--- src/rtl/bary_pkg.sv ---
// ============================================================================
// Module      : bary_pkg
// Description : Shared widths, FSM state type and pixel type for the tracker.
// Revision    : 1.0 - initial release
// ============================================================================
`default_nettype none

package bary_pkg;
    localparam int CNT_W   = 19;
    localparam int SUM_W   = 28;
    localparam int COORD_W = 9;

    typedef enum logic [1:0] {
        ACCUM   = 2'd0,
        DIV_X   = 2'd1,
        DIV_Y   = 2'd2,
        PUBLISH = 2'd3
    } bary_state_t;

    typedef struct packed {
        logic [7:0] r;
        logic [7:0] g;
        logic [7:0] b;
    } rgb_t;
endpackage

`default_nettype wire

--- src/rtl/udiv_seq.sv ---
// ============================================================================
// Module      : udiv_seq
// Description : Restoring shift-subtract unsigned divider, one load cycle
//               plus DW iterations; start is only accepted while idle.
// Revision    : 1.0 - initial release
// ============================================================================
`default_nettype none

module udiv_seq #(
    parameter int DW = 28,
    parameter int VW = 19,
    parameter int QW = 9
) (
    input  logic          clk,
    input  logic          rst,
    input  logic          i_start,
    input  logic [DW-1:0] i_dividend,
    input  logic [VW-1:0] i_divisor,
    output logic          o_busy,
    output logic          o_done,
    output logic [QW-1:0] o_quotient
);
    localparam int CW = $clog2(DW + 1);

    logic [VW-1:0] r_rem;
    logic [VW-1:0] r_div;
    logic [DW-1:0] r_quo;
    logic [CW-1:0] r_iter;
    logic          r_busy;
    logic          r_done;

    logic [VW:0]   w_shift;
    logic [VW-1:0] w_diff;
    logic          w_ge;

    // Partial remainder stays below the divisor, so VW bits plus the shifted-in bit suffice.
    assign w_shift = {r_rem, r_quo[DW-1]};
    assign w_ge    = w_shift >= {1'b0, r_div};
    assign w_diff  = w_shift[VW-1:0] - r_div;

    always_ff @(posedge clk or posedge rst) begin
        if (rst) begin
            r_rem  <= '0;
            r_div  <= '0;
            r_quo  <= '0;
            r_iter <= '0;
            r_busy <= 1'b0;
            r_done <= 1'b0;
        end else begin
            r_done <= 1'b0;
            if (!r_busy) begin
                if (i_start) begin
                    r_rem  <= '0;
                    r_div  <= i_divisor;
                    r_quo  <= i_dividend;
                    r_iter <= CW'(DW);
                    r_busy <= 1'b1;
                end
            end else begin
                r_rem  <= w_ge ? w_diff : w_shift[VW-1:0];
                r_quo  <= {r_quo[DW-2:0], w_ge};
                r_iter <= r_iter - CW'(1);
                if (r_iter == CW'(1)) begin
                    r_busy <= 1'b0;
                    r_done <= 1'b1;
                end
            end
        end
    end

    assign o_busy     = r_busy;
    assign o_done     = r_done;
    assign o_quotient = r_quo[QW-1:0];
endmodule

`default_nettype wire

--- src/rtl/barycentre_tracker.sv ---
// ============================================================================
// Module      : barycentre_tracker
// Description : Per-frame centroid of thresholded pixels, crosshair overlay
//               and exported barycentre for the tracking logic.
// Revision    : 1.0 - initial release
// ============================================================================
`default_nettype none

module barycentre_tracker
    import bary_pkg::*;
#(
    parameter int          THRESH      = 128,
    parameter int          MIN_PIXELS  = 16,
    parameter int          CROSS_HALF  = 8,
    parameter logic [23:0] CROSS_COLOR = 24'hFF0000
) (
    input  logic               VGA_CLK,
    input  logic               reset,
    input  logic               IMG,
    input  logic               VGA_VS,
    input  logic [COORD_W-1:0] X_Cont,
    input  logic [COORD_W-1:0] Y_Cont,
    input  logic [7:0]         r,
    input  logic [7:0]         g,
    input  logic [7:0]         b,
    output logic [7:0]         r_out,
    output logic [7:0]         g_out,
    output logic [7:0]         b_out,
    output logic [COORD_W-1:0] BARY_X,
    output logic [COORD_W-1:0] BARY_Y,
    output logic               BARY_VALID,
    output logic [CNT_W-1:0]   PIX_COUNT,
    output logic               FRAME_DROP
);
    localparam logic [7:0]       c_thresh = 8'(THRESH);
    localparam logic [CNT_W-1:0] c_min    = CNT_W'(MIN_PIXELS);
    localparam logic signed [9:0] c_half  = 10'(CROSS_HALF);

    bary_state_t        r_state, w_next;
    logic               r_vs_d;
    logic [CNT_W-1:0]   r_cnt, r_snap_cnt, r_pix_count;
    logic [SUM_W-1:0]   r_sum_x, r_sum_y, r_snap_sum_y;
    logic [COORD_W-1:0] r_qx, r_qy, r_bary_x, r_bary_y;
    logic               r_valid, r_drop;
    rgb_t               r_pix;

    logic               w_hit, w_frame_end;
    logic [SUM_W-1:0]   w_x_ext, w_y_ext;
    logic               w_div_start, w_div_busy, w_div_done;
    logic [SUM_W-1:0]   w_div_dividend;
    logic [CNT_W-1:0]   w_div_divisor;
    logic [COORD_W-1:0] w_quot;

    assign w_hit       = IMG && (g >= c_thresh);
    assign w_frame_end = VGA_VS && !r_vs_d;
    assign w_x_ext     = {{(SUM_W-COORD_W){1'b0}}, X_Cont};
    assign w_y_ext     = {{(SUM_W-COORD_W){1'b0}}, Y_Cont};

    always_ff @(posedge VGA_CLK or posedge reset) begin
        if (reset) r_state <= ACCUM;
        else       r_state <= w_next;
    end

    // X division is launched straight from the live accumulators in the frame-end cycle.
    always_comb begin
        w_next         = r_state;
        w_div_start    = 1'b0;
        w_div_dividend = r_sum_x;
        w_div_divisor  = r_cnt;
        case (r_state)
            ACCUM: begin
                if (w_frame_end) begin
                    if (r_cnt >= c_min) begin
                        w_div_start = !w_div_busy;
                        w_next      = DIV_X;
                    end else begin
                        w_next = PUBLISH;
                    end
                end
            end
            DIV_X: begin
                w_div_dividend = r_snap_sum_y;
                w_div_divisor  = r_snap_cnt;
                if (w_div_done) begin
                    w_div_start = !w_div_busy;
                    w_next      = DIV_Y;
                end
            end
            DIV_Y: begin
                if (w_div_done) w_next = PUBLISH;
            end
            PUBLISH: w_next = ACCUM;
            default: w_next = ACCUM;
        endcase
    end

    udiv_seq #(
        .DW (SUM_W),
        .VW (CNT_W),
        .QW (COORD_W)
    ) u_div (
        .clk        (VGA_CLK),
        .rst        (reset),
        .i_start    (w_div_start),
        .i_dividend (w_div_dividend),
        .i_divisor  (w_div_divisor),
        .o_busy     (w_div_busy),
        .o_done     (w_div_done),
        .o_quotient (w_quot)
    );

    always_ff @(posedge VGA_CLK or posedge reset) begin
        if (reset) begin
            r_vs_d       <= 1'b0;
            r_cnt        <= '0;
            r_sum_x      <= '0;
            r_sum_y      <= '0;
            r_snap_cnt   <= '0;
            r_snap_sum_y <= '0;
            r_qx         <= '0;
            r_qy         <= '0;
            r_pix_count  <= '0;
            r_valid      <= 1'b0;
            r_bary_x     <= '0;
            r_bary_y     <= '0;
            r_drop       <= 1'b0;
        end else begin
            r_vs_d <= VGA_VS;
            if (w_frame_end) begin
                r_cnt   <= {{(CNT_W-1){1'b0}}, w_hit};
                r_sum_x <= w_hit ? w_x_ext : '0;
                r_sum_y <= w_hit ? w_y_ext : '0;
                if (r_state == ACCUM) begin
                    r_snap_cnt   <= r_cnt;
                    r_snap_sum_y <= r_sum_y;
                end
                if (r_state == DIV_X || r_state == DIV_Y) r_drop <= 1'b1;
            end else if (w_hit) begin
                r_cnt   <= r_cnt + CNT_W'(1);
                r_sum_x <= r_sum_x + w_x_ext;
                r_sum_y <= r_sum_y + w_y_ext;
            end
            if (r_state == DIV_X && w_div_done) r_qx <= w_quot;
            if (r_state == DIV_Y && w_div_done) r_qy <= w_quot;
            if (r_state == PUBLISH) begin
                r_pix_count <= r_snap_cnt;
                r_valid     <= (r_snap_cnt >= c_min);
                if (r_snap_cnt >= c_min) begin
                    r_bary_x <= r_qx;
                    r_bary_y <= r_qy;
                end
            end
        end
    end

    // Signed 10-bit distances let the arms clip at the borders instead of wrapping.
    logic signed [9:0] w_dx, w_dy;
    logic              w_cross;
    rgb_t              w_pix_in;

    assign w_dx     = $signed({1'b0, X_Cont}) - $signed({1'b0, r_bary_x});
    assign w_dy     = $signed({1'b0, Y_Cont}) - $signed({1'b0, r_bary_y});
    assign w_cross  = r_valid && IMG &&
                      (((Y_Cont == r_bary_y) && (w_dx >= -c_half) && (w_dx <= c_half)) ||
                       ((X_Cont == r_bary_x) && (w_dy >= -c_half) && (w_dy <= c_half)));
    assign w_pix_in = {r, g, b};

    always_ff @(posedge VGA_CLK or posedge reset) begin
        if (reset) r_pix <= '0;
        else       r_pix <= w_cross ? rgb_t'(CROSS_COLOR) : w_pix_in;
    end

    assign r_out      = r_pix.r;
    assign g_out      = r_pix.g;
    assign b_out      = r_pix.b;
    assign BARY_X     = r_bary_x;
    assign BARY_Y     = r_bary_y;
    assign BARY_VALID = r_valid;
    assign PIX_COUNT  = r_pix_count;
    assign FRAME_DROP = r_drop;
endmodule

`default_nettype wire

--- config.mk ---
export PLATFORM = sky130hd
export DESIGN_NAME = barycentre_tracker
export DESIGN_NICKNAME = d
export VERILOG_FILES = /design/src/rtl/bary_pkg.sv /design/src/rtl/udiv_seq.sv /design/src/rtl/barycentre_tracker.sv
export SDC_FILE = /design/constraint.sdc
export NUM_CORES = 1
export LEC_CHECK = 0
export BUFFER_PORTS_ARGS = -buffer_cell sky130_fd_sc_hd__buf_4
export CORE_MARGIN = 2
export CORE_UTILIZATION = 40
export DETAILED_ROUTE_END_ITERATION = 8
export GPL_ROUTABILITY_DRIVEN = 1
export PLACE_DENSITY_LB_ADDON = 0.12
export SLEW_MARGIN = 20
export SYNTH_ARGS = -nofsm -noshare
export SYNTH_HDL_FRONTEND = slang
export SYNTH_HIERARCHICAL = 1
export SYNTH_SLANG_ARGS = --single-unit
--- constraint.sdc ---
create_clock -name VGA_CLK -period 9.3 [get_ports VGA_CLK]
set_clock_uncertainty 0.05 [all_clocks]
set_input_delay 1.86 -clock VGA_CLK [delete_from_list [all_inputs] [get_ports VGA_CLK]]
set_output_delay 1.86 -clock VGA_CLK [all_outputs]
set_load 0.02 [all_outputs]
==> results.ini, run 1 <==
[yosys]
synthFlopType = dfrtp_1
synth_seq_cells = 279
synth_warnings = 6
synth_edf_count = 0
syn_inst = 1470
async_reset_ff_share_pct = 100.0
syn_nets = 1584
yosysUniqueCellTypes = 76
ys_seq_area_share_pct = 46.36
synth_area_sq_mm = 0.01506
syn_area_per_cell_sq_um = 10.25

[layout]
final_cell_mix = 278 x dfrtp_1, 135 x o21ai_0, 134 x nand2_1
nets = 1671
fillerInstances = 3560
num_antenna_cells = 0
seqCellArea_sq_mm = 0.006983
layout-drive-gt1-share_pct = 21.51
final_common_cell = dfrtp_1
area_delta_synth_final_pct = 16.27
multiInputGateArea_sq_mm = 0.007481

[routing]
dr_wl_met2_mm = 17.70
wl_met1_mm = 17.78
drtPass1Iterations = 5
first_iter_violations = 610
post_drt_via_cell_ratio = 5.276
antenna_left = 0
top_layer = met4
wl_met3_mm = 1.461
wl_per_cell_um = 18.05
num_vias = 11037
drt_wl_total_mm = 37.77
drc_errors = 0

[die]
pin_count = 109
rows = 71
die-height_um = 198.0
die_w_um = 198.0
die_area_sq_mm = 0.03922
core_region_area_sq_mm = 0.03740
start_util_pct = 40.27

[setup_path]
rr_startpoint = u_div/r_rem[6]
worstPathMaxFanout = 7
worst_setup_path_end_kind = flop
crit_arrival_ps = 4490
cp-start-kind = primary input
path_delay_family = compound AO/OA/AOI/OAI gates
critPathMaxStageDelay_ps = 540
cp_slowest_cell = or4_1
startpoint = X_Cont[0]
path_class = in -> reg
path_cells = buf_4 > ha_1 > inv_1 > fa_1 > nor2b_1 > o21a_1 > o21ai_1 > a211oi_2 > o21ai_0 > or4_1 > a21oi_1
worstPathRequired_ps = 9690
cp_num_buf_inv = 2

[clocking]
cts_max_level = 2
cts_tree = done
cts_resized = 0
cts_hold_buf = 0
clkTransAtPathRegs_ps = 60
cts_root_buffer = clkbuf_16
clkLatencyLatePin_ps = 530
cts_made_buffers = 34
cts_setup_buffers = 0
clockBufferDepth = 3
cts.sink_count = 279

[grt]
track_usage_pct = 19.81
overflow = 0
antenna_found_initial = 0
grt_pass1_vias = 10947
grt_pass1_wl_mm = 60.95
grt_max_degree = 115

[sta]
min_period_over_period_pct = 44.06
hold_violations = 0
max_clock_freq_mhz = 244.1
finalWorstPathRequiredPeriod_ps = 4097
slew_headroom_pct = 26.50
setup_ws_ps = 5203
tightest_slew_ps = 1102
rsz0062_at_grt = no
drv_slew = 0
setup-violations-final = 0
tns_ps = 0

[outcome]
status = finished, final reports clean

[power_and_ir_drop]
ir_worst_vdd_mv = 0.1265
p_per_area_mw_per_mm2 = 189.9
finalPower_w = 0.003326
leakagePower_nw = 7.656

[place]
preCtsSetupSlack_ps = 4705
hpwl_mm = 26.58
place.gp.congestion = 0.8448
io_buffers = 108

[worst_hold_path]
min-delay-start = u_div/r_quo[19]
hp-class = reg -> reg

[run]
maxCapViolCount = 0

## path summary, 6_finish.rpt
check                             endpoint  depth (start not counted)  slack [ps]
max in group asynchronous         r_cnt[9]                          3        6470
min reg2reg                u_div/r_quo[20]                          2         430
max                            r_sum_x[20]                         11        5200
min                        u_div/r_quo[20]                          2         430
min in group asynchronous          r_qy[0]                          2        1370
max reg2reg                 u_div/r_rem[8]                          8        6140
## per-layer routing
metal | GRT usage, % | vias to the layer above
met3 | 3.645 | 53
met5 | 0 | -
li1 | - | 5390
met4 | 5.319 | 0
met1 | 26.92 | 5435
met2 | 32.55 | 159
## per-stage QoR
stage	std cells	hold slack (ps)	util, %	area (sq um)
final	2092	427.9	46.82	17510
after global routing	2092	465.6	46.82	17510
after CTS	2092	429.7	46.81	17510
after detailed placement	2032	416.2	43.51	16270
after global placement	2032	411.0	43.51	16270
after floorplan	1470	394.4	-	15060
## kinds of logic (layout without fill, tap and decap cells)
family / Yosys count / count (layout) / synth area share, %
mux: 158 / 158 / 11.55
flops: 279 / 279 / 46.36
buf+inv: 141 / 252 / 4.229
xor+xnor: 76 / 76 / 4.420
simple gates: 437 / 437 / 14.34
fa+ha+maj: 68 / 68 / 5.899
compound gates: 311 / 311 / 13.21
## worst register-to-register path, delay by kind of cell (launching register included)
family	cells	cell delay, ps
compound gates	4	1420
fa+ha+maj	1	400
flops	1	400
simple gates	3	790
## Yosys cell counts, drive strengths merged, types with 9 or more instances
master / instances / area [sq um]
nor3: 18 / 90.09
nand3: 47 / 235.2
mux2: 126 / 1419
nand4: 20 / 125.1
dfrtp: 279 / 6982
nor2: 87 / 326.6
a21oi: 67 / 342.8
nor2b: 17 / 113.9
xnor2: 24 / 210.2
or3: 26 / 162.7
and3: 32 / 202.7
buf: 23 / 153.9
xor2: 52 / 455.4
nand2b: 10 / 62.56
inv: 73 / 274.0
o2111ai: 9 / 78.83
nand2: 135 / 506.7
a21o: 10 / 75.07
o21ai: 139 / 699.4
and2: 9 / 56.30
ha: 63 / 788.3
o211ai: 9 / 67.56
mux2i: 32 / 320.3
clkbuf: 45 / 209.0
## power by group
group	switching [W]	leakage [nW]	internal (W)	total, W
clock	0.000536	0.604	0.000918	0.00145
combinational	0.000309	3.55	0.000228	0.000538
sequential	0.0000540	3.50	0.00128	0.00133
## registers in the layout (all words and copies together), names as in the netlist, 19 cells and up
name          count
u_div/r_rem      19
u_div/r_quo      28
r_sum_y          28
r_snap_sum_y     28
r_cnt            19
PIX_COUNT        19
r_sum_x          28
r_snap_cnt       19
u_div/r_div      19
## final cells by class
class                      instances  area share (%)
timing repair buffer             119           5.101
clock inverter                    12           1.122
sequential                       279           39.88
tap                              511           3.651
multi-input combinational       1050           42.72
inverter                          73           1.608
clock buffer                      48           5.923
Power figures use the tool's default switching activity.
==> run 2, diff against run 1 <==
- clock period: 9.3 -> 4.2 ns (I/O delays scaled with it)
==> results.ini, run 2 (synthesized netlist as in run 1, its figures left out) <==
[clocking]
clkLatencyLatePin_ps = 540
cts_setup_buffers = 0
clkTransAtPathRegs_ps = 60
cts_resized = 0
cts.sink_count = 279
cts_made_buffers = 35
cts_tree = done
cts_hold_buf = 0
cts_root_buffer = clkbuf_16
clockBufferDepth = 3
cts_max_level = 2

[sta]
rsz0062_at_grt = no
min_period_over_period_pct = 75.19
max_clock_freq_mhz = 316.7
hold_violations = 0
tightest_slew_ps = 1024
drv_slew = 0
tns_ps = 0
slew_headroom_pct = 31.73
finalWorstPathRequiredPeriod_ps = 3158
setup-violations-final = 0

[run]
maxCapViolCount = 0

[setup_path]
worstPathRequired_ps = 4590
path_class = reg -> reg
worst_setup_path_end_kind = flop
r2r_slack_ps = 1040
worstPathMaxFanout = 32
cp-start-kind = flop
crit_arrival_ps = 3540

[routing]
first_iter_violations = 510
post_drt_via_cell_ratio = 5.284
wl_per_cell_um = 18.11
antenna_left = 0
drc_errors = 0
drt_wl_total_mm = 38.11
drtPass1Iterations = 4
num_vias = 11117

[die]
die_w_um = 198.0
core_region_area_sq_mm = 0.03740
rows = 71
start_util_pct = 40.27
die-height_um = 198.0
die_area_sq_mm = 0.03922
pin_count = 109

[place]
placed_area_sq_mm = 0.01638
place.gp.congestion = 0.8190
hpwl_mm = 26.78
io_buffers = 108

[power_and_ir_drop]
ir_worst_vdd_mv = 0.3091
p_per_area_mw_per_mm2 = 408.6
leakagePower_nw = 7.672

[grt]
grt_max_degree = 114
grt_pass1_wl_mm = 62.06
antenna_found_initial = 0
track_usage_pct = 20.17
grt_pass1_vias = 11023
overflow = 0

[layout]
fin_util_pct = 46.84
area_delta_synth_final_pct = 16.31
final_cell_mix = 278 x dfrtp_1, 135 x o21ai_0, 134 x nand2_1
final_common_cell = dfrtp_1
num_antenna_cells = 0
layout-drive-gt1-share_pct = 21.97
nets = 1682
final_cell_area_sq_mm = 0.01752

[outcome]
status = finished, final reports clean

[worst_hold_path]
hp-class = in -> async

run 2: cell types whose count changed in the layout (fill, tap and decap cells not counted), moves of 2 or more:
cell,delta
buf_12,+3
clkbuf_1,+2
clkinv_2,+5
clkbuf_8,-3
buf_4,+7
bufinv_16,-3
run 2: metal layers:
| layer | vias up | wire length, um | global-route usage, % |
|---|---|---|---|
| li1 | 5413 | - | - |
| met3 | 57 | 1303 | 2.930 |
| met2 | 164 | 17700 | 32.64 |
| met5 | - | 0 | 0 |
| met1 | 5483 | 18110 | 27.89 |
| met4 | 0 | 998 | 6.516 |
run 2: final timing paths:
path                                 start              end  cells after the start
setup / recovery           u_div/r_quo[27]  u_div/r_rem[17]                     11
hold / removal                       reset  u_div/r_iter[2]                      3
setup reg to reg           u_div/r_quo[27]  u_div/r_rem[17]                     11
hold reg to reg                    r_qx[8]        BARY_X[8]                      2
max in group asynchronous            reset      r_sum_x[19]                      3
min in group VGA_CLK                VGA_VS           r_vs_d                      1
run 2: layout make-up:
class                      count  area, sq um
clock buffer                  46        978.4
clock inverter                16        156.4
fill                        3544        19880
inverter                      73        277.8
multi-input combinational   1050         7476
sequential                   279         6983
tap                          511        639.4
timing repair buffer         129         1006
run 2: critical path: stages, from the launching register on:
cell,delay (ps)
dfrtp_1,360
inv_1,100
ha_1,220
inv_1,70
fa_1,200
a21o_1,160
nand4_1,160
a21boi_2,230
o31ai_2,120
a31oi_4,740
nand2_1,360
o221ai_1,290
run 2: power breakdown:
| part | total, W | switching [W] | internal [W] |
|---|---|---|---|
| logic | 0.00122 | 0.000695 | 0.000521 |
| clock network | 0.00299 | 0.00121 | 0.00178 |
| registers | 0.00295 | 0.000118 | 0.00283 |
| total | 0.00716 | 0.00203 | 0.00513 |
run 2: stage by stage:
step	instances	hold slack, ps	power, W	setup WS [ps]
finish	2104	339.5	0.007157	1042
global route	2104	386.4	0.007524	778.0
CTS	2104	365.2	0.007278	1024
detailed placement	2042	419.0	0.004227	574.1
global placement	2042	411.6	0.004215	655.3
floorplan	1470	394.4	0.003844	637.7
==> run 3, diff against run 2 <==
- clock period: 4.2 -> 2.75 ns (I/O delays scaled with it)
==> results.ini, run 3 (synthesized netlist as in run 1, its figures left out) <==
[sta]
drv_slew = 0
max_clock_freq_mhz = 355.2
tightest_slew_ps = 793.4
setup_ws_ps = -65.65
slew_headroom_pct = 47.10
min_period_over_period_pct = 102.4
setup-violations-final = 24
finalWorstPathRequiredPeriod_ps = 2816
tns_ps = -1104
hold_violations = 0
rsz0062_at_grt = yes

[layout]
layout-drive-gt1-share_pct = 27.16
final_cell_mix = 277 x dfrtp_1, 205 x buf_4, 133 x nand2_1
seqCellArea_sq_mm = 0.006984
fillerInstances = 3431
nets = 1770
area_delta_synth_final_pct = 22.35
multiInputGateArea_sq_mm = 0.007705
fin_util_pct = 49.27
num_antenna_cells = 0
final_common_cell = dfrtp_1

[routing]
drc_errors = 0
first_iter_violations = 586
drt_wl_total_mm = 39.23
drtPass1Iterations = 5
num_vias = 11444
post_drt_via_cell_ratio = 5.226
antenna_left = 0
wl_per_cell_um = 17.91

[clocking]
clkLatencyLatePin_ps = 530
cts_tree = done
cts_hold_buf = 0
cts.sink_count = 279
clockBufferDepth = 3
cts_max_level = 2
cts_root_buffer = clkbuf_16
clkTransAtPathRegs_ps = 50
cts_made_buffers = 35

[power_and_ir_drop]
finalPower_w = 0.01099
ir_worst_vdd_mv = 0.4531
leakagePower_nw = 8.117
p_per_area_mw_per_mm2 = 596.7

[setup_path]
reg2reg_depth = 11
cp_common_cell = buf_6
crit_arrival_ps = 3180
cp_num_buf_inv = 2
worstPathRequired_ps = 3110
path_cells = ha_4 > fa_2 > nor2b_4 > o21a_4 > nor4b_2 > or3_1 > buf_6 > a2111oi_4 > buf_6 > a41oi_4 > and3_4
cp_slowest_cell = dfrtp_2
path_class = reg -> reg
r2r_slack_ps = -70
worst_setup_path_end_kind = flop
path_delay_family = simple AND/OR/NAND/NOR gates
worstPathMaxFanout = 8
critPathMaxStageDelay_ps = 450
cp.depth = 11
cp-start-kind = flop

[grt]
antenna_found_initial = 0
grt_pass1_vias = 11607
grt_max_degree = 91
track_usage_pct = 20.49
overflow = 0
grt_pass1_wl_mm = 63.16

[die]
die_area_sq_mm = 0.03922
rows = 71
die-height_um = 198.0
start_util_pct = 40.27
pin_count = 109
core_region_area_sq_mm = 0.03740
die_w_um = 198.0

[outcome]
status = finished with violations
violations = setup timing

[place]
hpwl_mm = 27.90
place.gp.congestion = 0.8506
preCtsSetupSlack_ps = -407.8
io_buffers = 108

[worst_hold_path]
hp-class = in -> async

[run]
maxCapViolCount = 0

run 3: changes by cell type in the layout (fill, tap and decap cells not counted), moves of 4 or more:
cell / before / now
clkbuf_1: 6 / 12
clkinv_2: 9 / 3
buf_4: 126 / 205
o21ai_0: 135 / 131
buf_6: 0 / 4
run 3: cell type report:
cell class                 count  area share, %
timing repair buffer         216          9.330
inverter                      73          1.507
sequential                   279          37.90
tap                          511          3.470
multi-input combinational   1051          41.81
clock buffer                  54          5.521
clock inverter                 6         0.4549
run 3: metrics by stage:
stage | std cells | cell area (sq um) | hold WS, ps
after floorplan | 1470 | 15140 | 394.4
after global placement | 2122 | 17090 | 395.0
after detailed placement | 2122 | 17090 | 402.3
after CTS | 2185 | 18260 | 31.86
after global routing | 2190 | 18430 | 74.92
final | 2190 | 18430 | 44.71
run 3: final timing paths:
path,startpoint,end
max in group asynchronous,reset,u_div/r_div[7]
max,BARY_Y[0],g_out[0]
min,reset,u_div/r_iter[3]
max reg2reg,BARY_Y[0],g_out[0]
min reg2reg,r_qx[4],BARY_X[4]
min in group VGA_CLK,VGA_VS,r_vs_d
run 3: power breakdown:
part / leakage (nW) / total (W) / internal [W] / switching, W
Combinational: 4.08 / 0.00202 / 0.000913 / 0.00110
Clock: 0.540 / 0.00447 / 0.00272 / 0.00175
Sequential: 3.50 / 0.00450 / 0.00433 / 0.000174
run 3: repair_timing:
action | in CTS | in global routing
gates cloned | 0 | 1
pin swaps | 8 | 21
resized for setup | 8 | 24
setup buffers | 3 | 5
endpoints found under the setup margin | 26 | 47
run 3: per-layer routing:
layer	vias up	routed length (um)	GRT usage [%]	share of wire, %
met5	-	0	0	0
met4	0	905	5.542	2.3
met3	55	1624	4.156	4.1
met2	204	18890	34.82	48
met1	5583	17820	26.60	45
li1	5602	-	-	-
run 3: worst reg2reg max path, cell delays in order (launching register included):
cell and delay [ps]:
dfrtp_2 450, ha_4 180, fa_2 370, nor2b_4 140, o21a_4 150, nor4b_2 50
or3_1 350, buf_6 140, a2111oi_4 340, buf_6 180, a41oi_4 60, and3_4 230
